**config.mk**
```make
export PLATFORM = sky130hd
export DESIGN_NAME = phase_enable_gen
export DESIGN_NICKNAME = d
export VERILOG_FILES = /design/src/rtl/phase_enable_gen.sv
export SDC_FILE = /design/constraint.sdc
export NUM_CORES = 1
export LEC_CHECK = 0
export CORE_ASPECT_RATIO = 1.1
export CORE_UTILIZATION = 49
export CTS_BUF_LIST = sky130_fd_sc_hd__clkbuf_16
export CTS_CLUSTER_SIZE = 16
export DETAILED_ROUTE_END_ITERATION = 8
export PLACE_DENSITY = 0.79
export SLEW_MARGIN = 20
export SYNTH_ARGS = -nofsm -noshare
export SYNTH_HDL_FRONTEND = slang
export SYNTH_SLANG_ARGS = --single-unit
```
**constraint.sdc**
```tcl
create_clock -name clk1 -period 1.8 [get_ports clk1]
set_input_delay 0.18 -clock clk1 [delete_from_list [all_inputs] [get_ports clk1]]
set_output_delay 0.18 -clock clk1 [all_outputs]
set_load 0.005 [all_outputs]
```
**src/rtl/phase_enable_gen.sv**
```systemverilog
// Multi-phase clock-enable sequencer: rotating one-hot phase strobes,
// post-reset core hold, round counter and round-limit stop.
module phase_enable_gen #(
  parameter int NUM_PHASES = 3,
  parameter int PHASE_LEN  = 2,
  parameter int RST_HOLD   = 2,
  parameter int CNT_WIDTH  = 32,
  parameter int MAX_CYCLES = 0
) (
  input  logic                  clk1,
  input  logic                  reset,
  input  logic                  run,
  input  logic                  step,
  output logic [NUM_PHASES-1:0] phase_en,
  output logic [NUM_PHASES-1:0] phase_act,
  output logic                  core_reset,
  output logic [CNT_WIDTH-1:0]  cycle_count,
  output logic                  done
);

  localparam int PW = $clog2(NUM_PHASES);
  localparam int SW = (PHASE_LEN > 1) ? $clog2(PHASE_LEN) : 1;
  localparam int HW = (RST_HOLD > 1) ? $clog2(RST_HOLD) : 1;

  localparam logic [PW-1:0] PH_LAST   = PW'(NUM_PHASES - 1);
  localparam logic [SW-1:0] SUB_LAST  = SW'(PHASE_LEN - 1);
  localparam logic [HW-1:0] HOLD_LAST =
    HW'((RST_HOLD > 0) ? RST_HOLD - 1 : 0);
  localparam logic [CNT_WIDTH-1:0] LIMIT = CNT_WIDTH'(MAX_CYCLES);
  localparam bit LIMIT_EN = (MAX_CYCLES != 0);
  localparam bit NO_HOLD  = (RST_HOLD == 0);

  typedef enum logic [1:0] {
    HOLD   = 2'd0,
    ACTIVE = 2'd1,
    DONE   = 2'd2
  } state_e;

  state_e                 state_q, state_d;
  logic [HW-1:0]          hold_cnt_q, hold_cnt_d;
  logic [PW-1:0]          phase_idx_q, phase_idx_d;
  logic [SW-1:0]          sub_cnt_q, sub_cnt_d;
  logic [CNT_WIDTH-1:0]   cycle_count_q, cycle_count_d;
  logic                   done_q, done_d;

  logic                   tick;
  logic [NUM_PHASES-1:0]  onehot;
  logic [CNT_WIDTH-1:0]   cnt_inc;

  always_comb begin
    state_d       = state_q;
    hold_cnt_d    = hold_cnt_q;
    phase_idx_d   = phase_idx_q;
    sub_cnt_d     = sub_cnt_q;
    cycle_count_d = cycle_count_q;
    done_d        = done_q;
    tick          = 1'b0;
    core_reset    = 1'b0;
    phase_act     = '0;
    phase_en      = '0;
    onehot        = NUM_PHASES'(1) << phase_idx_q;
    cnt_inc       = cycle_count_q + 1'b1;

    unique case (state_q)
      HOLD: begin
        core_reset = 1'b1;
        hold_cnt_d = hold_cnt_q + 1'b1;
        if (NO_HOLD || hold_cnt_q == HOLD_LAST) begin
          state_d = ACTIVE;
        end
      end
      ACTIVE: begin
        tick      = run | step;
        phase_act = onehot;
        if (tick && sub_cnt_q == '0) begin
          phase_en = onehot;
        end
        if (tick) begin
          if (sub_cnt_q != SUB_LAST) begin
            sub_cnt_d = sub_cnt_q + 1'b1;
          end else begin
            sub_cnt_d = '0;
            if (phase_idx_q != PH_LAST) begin
              phase_idx_d = phase_idx_q + 1'b1;
            end else begin
              // Round wrap: count it and stop at the limit
              phase_idx_d   = '0;
              cycle_count_d = cnt_inc;
              if (LIMIT_EN && cnt_inc == LIMIT) begin
                state_d = DONE;
                done_d  = 1'b1;
              end
            end
          end
        end
      end
      DONE: begin
        done_d = 1'b1;
      end
      default: begin
        state_d = HOLD;
      end
    endcase
  end

  always_ff @(posedge clk1) begin
    if (reset) begin
      state_q       <= HOLD;
      hold_cnt_q    <= '0;
      phase_idx_q   <= '0;
      sub_cnt_q     <= '0;
      cycle_count_q <= '0;
      done_q        <= 1'b0;
    end else begin
      state_q       <= state_d;
      hold_cnt_q    <= hold_cnt_d;
      phase_idx_q   <= phase_idx_d;
      sub_cnt_q     <= sub_cnt_d;
      cycle_count_q <= cycle_count_d;
      done_q        <= done_d;
    end
  end

  assign cycle_count = cycle_count_q;
  assign done        = done_q;

endmodule
```
==> impl_metrics.env, run 1 <==
export IMPL_timing_fmax_mhz=578
export IMPL_period_minus_slack_ns=1.73
export IMPL_finalSetupViolCount=0
export IMPL_crit_required_ns=1.62
export IMPL_synth_simple_area_share_pct=33.4
export IMPL_grt_start_max_net_pins=36
export IMPL_clock_sinks=37
export IMPL_die_h_um=67.0
export IMPL_reg2reg_slack_ns=0.10
export IMPL_syn_area_um2=1880
export IMPL_r2r_cells=4
export IMPL_final_common_cell="clkdlybuf4s50_1"
export IMPL_worstReg2RegEnd="cycle_count[27]"
export IMPL_cts_tree="built"
export IMPL_synth_flop_cell="dfxtp_1"
export IMPL_maxSlewViolCount=0
export IMPL_cts_root_buf="clkbuf_16"
export IMPL_drc=0
export IMPL_worstPathMaxFanout=4
export IMPL_antennaDiodeCount=0
export IMPL_status="completed"
export IMPL_dp_hpwl_um=3230
export IMPL_dr_wl_met2_um=2260
export IMPL_ys_seq_elements=37
export IMPL_clkTransAtPathRegs_ns=0.05
export IMPL_final_cell_mix="40 x clkdlybuf4s50_1, 36 x dfxtp_1, 30 x buf_4"
export IMPL_timing_critical_path_from="state_q[0]"
export IMPL_num_vias=1919
export IMPL_avgRoutedWirePerCell_um=13.2
export IMPL_post_cts_buffers=0
export IMPL_syn_avg_cell_area_um2=8.43
export IMPL_p_leak_nw=0.979
export IMPL_coreArea_um2=3650
export IMPL_dr_pass1_iters=4
export IMPL_fin_util_pct=73.1
export IMPL_finalHoldViolCount=0
export IMPL_yosysSeqAreaShare_pct=39.4
export IMPL_ctsHoldBuffers=0
export IMPL_routed_wl_um=4490
export IMPL_yosys_area_share_xor_xnor_pct=4.19
export IMPL_synth_warnings=0
export IMPL_drtAntennaViolNets=0
export IMPL_grt_first_pass_wirelength_um=7390
export IMPL_dpl_instance_area_um2=2530
export IMPL_final_nets=294
export IMPL_drt_iter0_drc=85
export IMPL_routed_via_density=5.66
export IMPL_hold_class="flip-flop to flip-flop"
export IMPL_finClkSkew_ns=0.00314
export IMPL_row_count=23
export IMPL_fin_crit_sh_pct=96.1
export IMPL_wl_met3_um=186
export IMPL_grt_pass1_vias=1714
export IMPL_synth_top_area_cell="dfxtp_1"
export IMPL_dieArea_um2=4090
export IMPL_synth_edf_count=0
export IMPL_arrival_ns=1.55
export IMPL_crit_end="phase_act[1]"
export IMPL_start_util_pct=51.4
export IMPL_clk_path_buf_depth=2
export IMPL_synthTopCellsByArea="dfxtp_1 39%, a21oi_1 6.4%, o31ai_1 5.6%, or4_1 5.6%, nand4_1 4.3%"
export IMPL_worstHoldStart="hold_cnt_q"
export IMPL_async_flop_share_pct=0
export IMPL_startpoint_type="flip-flop"
export IMPL_place_congestion=0.785
export IMPL_port_buffers=42
export IMPL_highest_layer="met4"
export IMPL_synth_compound_area_share_pct=15.4
export IMPL_synth_mux_area_share_pct=1.80
export IMPL_synth_cell_types=35
export IMPL_synthAdderAreaFrac_pct=0.666
export IMPL_wl_met1_um=2000
export IMPL_nFillCells=302
export IMPL_clk_latency_ns=0.28
export IMPL_endpoint_kind="primary output"
export IMPL_design_portCount=44
export IMPL_rsz0062_at_grt="no"
export IMPL_antenna_found_initial=0
export IMPL_synth_top_area_share_pct=39.4
export IMPL_die_w_um=61.0
export IMPL_overflow=0
export IMPL_area_growth_pct=42.2
export IMPL_power_density_nw_per_um2=665
export IMPL_vdd_drop_max_uv=600
export IMPL_synth_top_family_by_area="simple AND/OR/NAND/NOR gates"
export IMPL_drive_gt1_share_pct=15.9
export IMPL_cts_buffers=5
export IMPL_fin_area_um2=2670
export IMPL_htreeDepth=2
export IMPL_synthCells=223
export IMPL_grt_usage_pct=24.0
export IMPL_reg2reg_from="cycle_count[1]"
export IMPL_syn_num_nets=228
export IMPL_cap_violations=0
export IMPL_crit_type="flip-flop to primary output"
## critical path, stage by stage (launching register included)
cell             delay [ns]
dfxtp_2                0.36
buf_4                  0.14
inv_1                  0.06
nor3b_1                0.19
clkdlybuf4s50_1        0.53
## worst min path at each step
stage	endpoint	cells after the start	slack, ns
2_1_floorplan	cycle_count[28]	2	0.42
3_3_place_gp	state_q[0]	2	0.47
3_5_place_dp	state_q[0]	2	0.48
4_1_cts	state_q[0]	2	0.48
5_1_grt	cycle_count[12]	2	0.53
6_report	state_q[0]	2	0.48
## repair_timing
| item | in CTS | in global routing |
|---|---|---|
| setup endpoints to repair | 3 | 8 |
| pin swaps | 0 | 2 |
| resized for setup | 3 | 4 |
## logic make-up (layout without fill, tap and decap cells)
| logic type | Yosys count | in the layout |
|---|---|---|
| AOI/OAI and AO/OA | 50 | 50 |
| xor gates and xnor gates | 9 | 9 |
| adders and majority gates | 1 | 1 |
| buffers and inverters | 17 | 83 |
| DFF | 37 | 37 |
| muxes | 3 | 3 |
| other | 1 | 1 |
| and+or+nand+nor | 105 | 105 |
## layout make-up
| type | count | area (um2) | share of cell area (%) |
|---|---|---|---|
| Clock buffer | 5 | 125 | 4.68 |
| Clock inverter | 2 | 7.51 | 0.281 |
| Timing Repair Buffer | 73 | 667 | 25.0 |
| Sequential cell | 37 | 742 | 27.8 |
| Tap cell | 50 | 62.6 | 2.34 |
| Inverter | 3 | 16.3 | 0.609 |
| Multi-Input combinational cell | 169 | 1050 | 39.4 |
## synth_stat cells, types with 7 or more instances
cell     instances
a21oi_1         24
dfxtp_1         37
nand2_1         13
nand3_1         11
nand4_1         13
nor2_1          17
o21ai_0         10
o31ai_1         14
or3_1            8
or4_1           14
xor2_1           7
## per-stage QoR
stage / TNS (ns) / instances / setup WS [ns] / power, mW / hold slack (ns)
after global routing: 0 / 339 / 0.00347 / 1.84 / 0.532
after floorplan: 0 / 223 / 0.163 / 0.933 / 0.424
final: 0 / 339 / 0.0703 / 1.78 / 0.479
after CTS: 0 / 339 / 0.0326 / 1.79 / 0.484
after detailed placement: -3.25 / 332 / -0.208 / 0.989 / 0.475
after global placement: -2.33 / 332 / -0.150 / 0.987 / 0.472
## registers in the layout, summed over array words and instances, names as in the netlist
register	flops
hold_cnt_q	1
state_q	1
phase_idx_q	2
cycle_count	32
sub_cnt_q	1
## report_power, final
part           switching (mW)  internal (mW)  total (mW)  leakage, nW
logic                  0.0639         0.0624       0.126        0.612
clock network           0.311          0.495       0.806       0.0685
registers              0.0112          0.835       0.846        0.299
total                   0.387           1.39        1.78        0.979
## metal layers
metal / global-route usage [%] / vias up
met1: 28.2 / 901
met4: 7.67 / 0
met3: 5.44 / 4
li1: - / 972
met5: 0 / -
met2: 41.8 / 42
Power figures use the tool's default switching activity.
==> run 2: changes to the inputs <==
Settings changed: CORE_MARGIN from default to 2, RECOVER_POWER from default to 50, TNS_END_PERCENT from default to 20.
==> impl_metrics.env, run 2 (synthesis results as in run 1) <==
export IMPL_status="completed"
export IMPL_grt_pass1_vias=1828
export IMPL_design_portCount=44
export IMPL_timing_critical_path_from="sub_cnt_q"
export IMPL_reg2reg_slack_ns=0.09
export IMPL_place_congestion=0.787
export IMPL_fin_crit_sh_pct=95.6
export IMPL_die_h_um=69.0
export IMPL_row_count=23
export IMPL_r2r_cells=5
export IMPL_area_growth_pct=44.3
export IMPL_place_ws_ns=-0.202
export IMPL_clkTransAtPathRegs_ns=0.05
export IMPL_routed_wl_um=4980
export IMPL_cts_root_buf="clkbuf_16"
export IMPL_timing_fmax_mhz=581
export IMPL_htreeDepth=2
export IMPL_num_vias=1964
export IMPL_nFillCells=295
export IMPL_reg2reg_from="cycle_count[6]"
export IMPL_vdd_drop_max_uv=523
export IMPL_antennaDiodeCount=0
export IMPL_maxSlewViolCount=0
export IMPL_dp_hpwl_um=3510
export IMPL_p_leak_nw=1.04
export IMPL_drtAntennaViolNets=0
export IMPL_finClkSkew_ns=0.00427
export IMPL_port_buffers=42
export IMPL_slew_headroom_pct=64.9
export IMPL_dieArea_um2=4350
export IMPL_cap_violations=0
export IMPL_crit_end="phase_en[1]"
export IMPL_coreArea_um2=3650
export IMPL_finalSetupViolCount=0
export IMPL_overflow=0
export IMPL_finalSetupTns_ns=0
export IMPL_fin_ws_ns=0.0786
export IMPL_hold_class="primary input to flip-flop"
export IMPL_start_util_pct=51.4
export IMPL_clock_sinks=37
export IMPL_final_nets=296
export IMPL_final_common_cell="dfxtp_1"
export IMPL_power_density_nw_per_um2=668
export IMPL_period_minus_slack_ns=1.72
export IMPL_clk_path_buf_depth=2
export IMPL_final_cell_mix="36 x dfxtp_1, 30 x buf_4, 24 x a21oi_1, 24 x clkdlybuf4s50_1, 17 x nor2_1"
export IMPL_grt_start_max_net_pins=38
export IMPL_ctsHoldBuffers=0
export IMPL_cts_buffers=5
export IMPL_startpoint_type="flip-flop"
export IMPL_drt_iter0_drc=130
export IMPL_worst_pin_slew_ns=0.525
export IMPL_clk_latency_ns=0.28
export IMPL_grt_usage_pct=23.5
export IMPL_avgRoutedWirePerCell_um=14.6
export IMPL_arrival_ns=1.54
export IMPL_endpoint_kind="primary output"
export IMPL_cts_tree="built"
export IMPL_die_w_um=63.0
export IMPL_grt_first_pass_wirelength_um=8040
export IMPL_antenna_found_initial=0
export IMPL_drc=0
export IMPL_crit_required_ns=1.62
export IMPL_dr_pass1_iters=4
export IMPL_finalHoldViolCount=0
export IMPL_worstReg2RegEnd="cycle_count[29]"
export IMPL_worstPathMaxFanout=6
export IMPL_routed_via_density=5.74
export IMPL_crit_type="flip-flop to primary output"
export IMPL_drive_gt1_share_pct=17.5
export IMPL_largest_reg_flops=32
## run 2: changes by cell type in the layout (fill, tap and decap cells not counted), sizes merged
cell	change
inv	-1
clkdlybuf4s50	-16
clkinv	+2
dlygate4sd2	-1
clkbuf	+2
dlymetal6s2s	+2
clkdlybuf4s25	+1
dlygate4sd3	+14
## run 2: layer usage
layer / GRT usage (%) / share of wire, % / routed length [um]
met5: 0 / 0 / 0
met4: 12.2 / 1.8 / 90
met3: 4.55 / 4.0 / 201
met2: 44.0 / 52 / 2570
met1: 25.6 / 42 / 2110
## run 2: worst min-delay path by stage
stage | slack (ns) | from | to | cells past startpoint
2_1_floorplan | 0.42 | reset | cycle_count[28] | 2
3_3_place_gp | 0.47 | hold_cnt_q | state_q[0] | 2
3_5_place_dp | 0.48 | hold_cnt_q | state_q[0] | 2
4_1_cts | 0.48 | hold_cnt_q | state_q[0] | 2
5_1_grt | 0.51 | hold_cnt_q | state_q[0] | 2
6_report | 0.42 | run | sub_cnt_q | 4
## run 2: through the flow
| stage | instance area, um2 | utilization [%] | cells | hold slack, ns | power [mW] |
|---|---|---|---|---|---|
| after floorplan | 1880 | - | 223 | 0.424 | 0.933 |
| after global placement | 2530 | 69.3 | 332 | 0.475 | 0.992 |
| after detailed placement | 2530 | 69.3 | 332 | 0.481 | 0.997 |
| after CTS | 2680 | 73.4 | 340 | 0.481 | 1.82 |
| after global routing | 2710 | 74.2 | 342 | 0.507 | 1.87 |
| final | 2710 | 74.2 | 342 | 0.415 | 1.81 |
## run 2: what timing repair did
action                     CTS  global route
buffers inserted             0             2
gates cloned                 0             0
setup endpoints to repair    3            20
resized for setup            4            10
pin swaps                    0             1
## run 2: power by group
group	switching [mW]	total [mW]	leakage, nW	internal (mW)
sequential	0.0141	0.849	0.299	0.834
combinational	0.0691	0.133	0.677	0.0636
clock	0.329	0.829	0.0687	0.500
total	0.412	1.81	1.04	1.40
## run 2: layout make-up
| type | count | area [um2] | area share [%] |
|---|---|---|---|
| Clock buffer | 5 | 125 | 4.61 |
| Clock inverter | 3 | 12.5 | 0.461 |
| Inverter | 3 | 16.3 | 0.600 |
| Multi-Input combinational cell | 169 | 1070 | 39.6 |
| Sequential cell | 37 | 742 | 27.4 |
| Tap cell | 50 | 62.6 | 2.31 |
| Timing Repair Buffer | 75 | 681 | 25.1 |
## run 2: worst max-delay path, stage by stage, from the launching register on
cell	delay, ns
dfxtp_1	0.32
buf_4	0.16
nor4b_2	0.25
clkdlybuf4s50_1	0.53
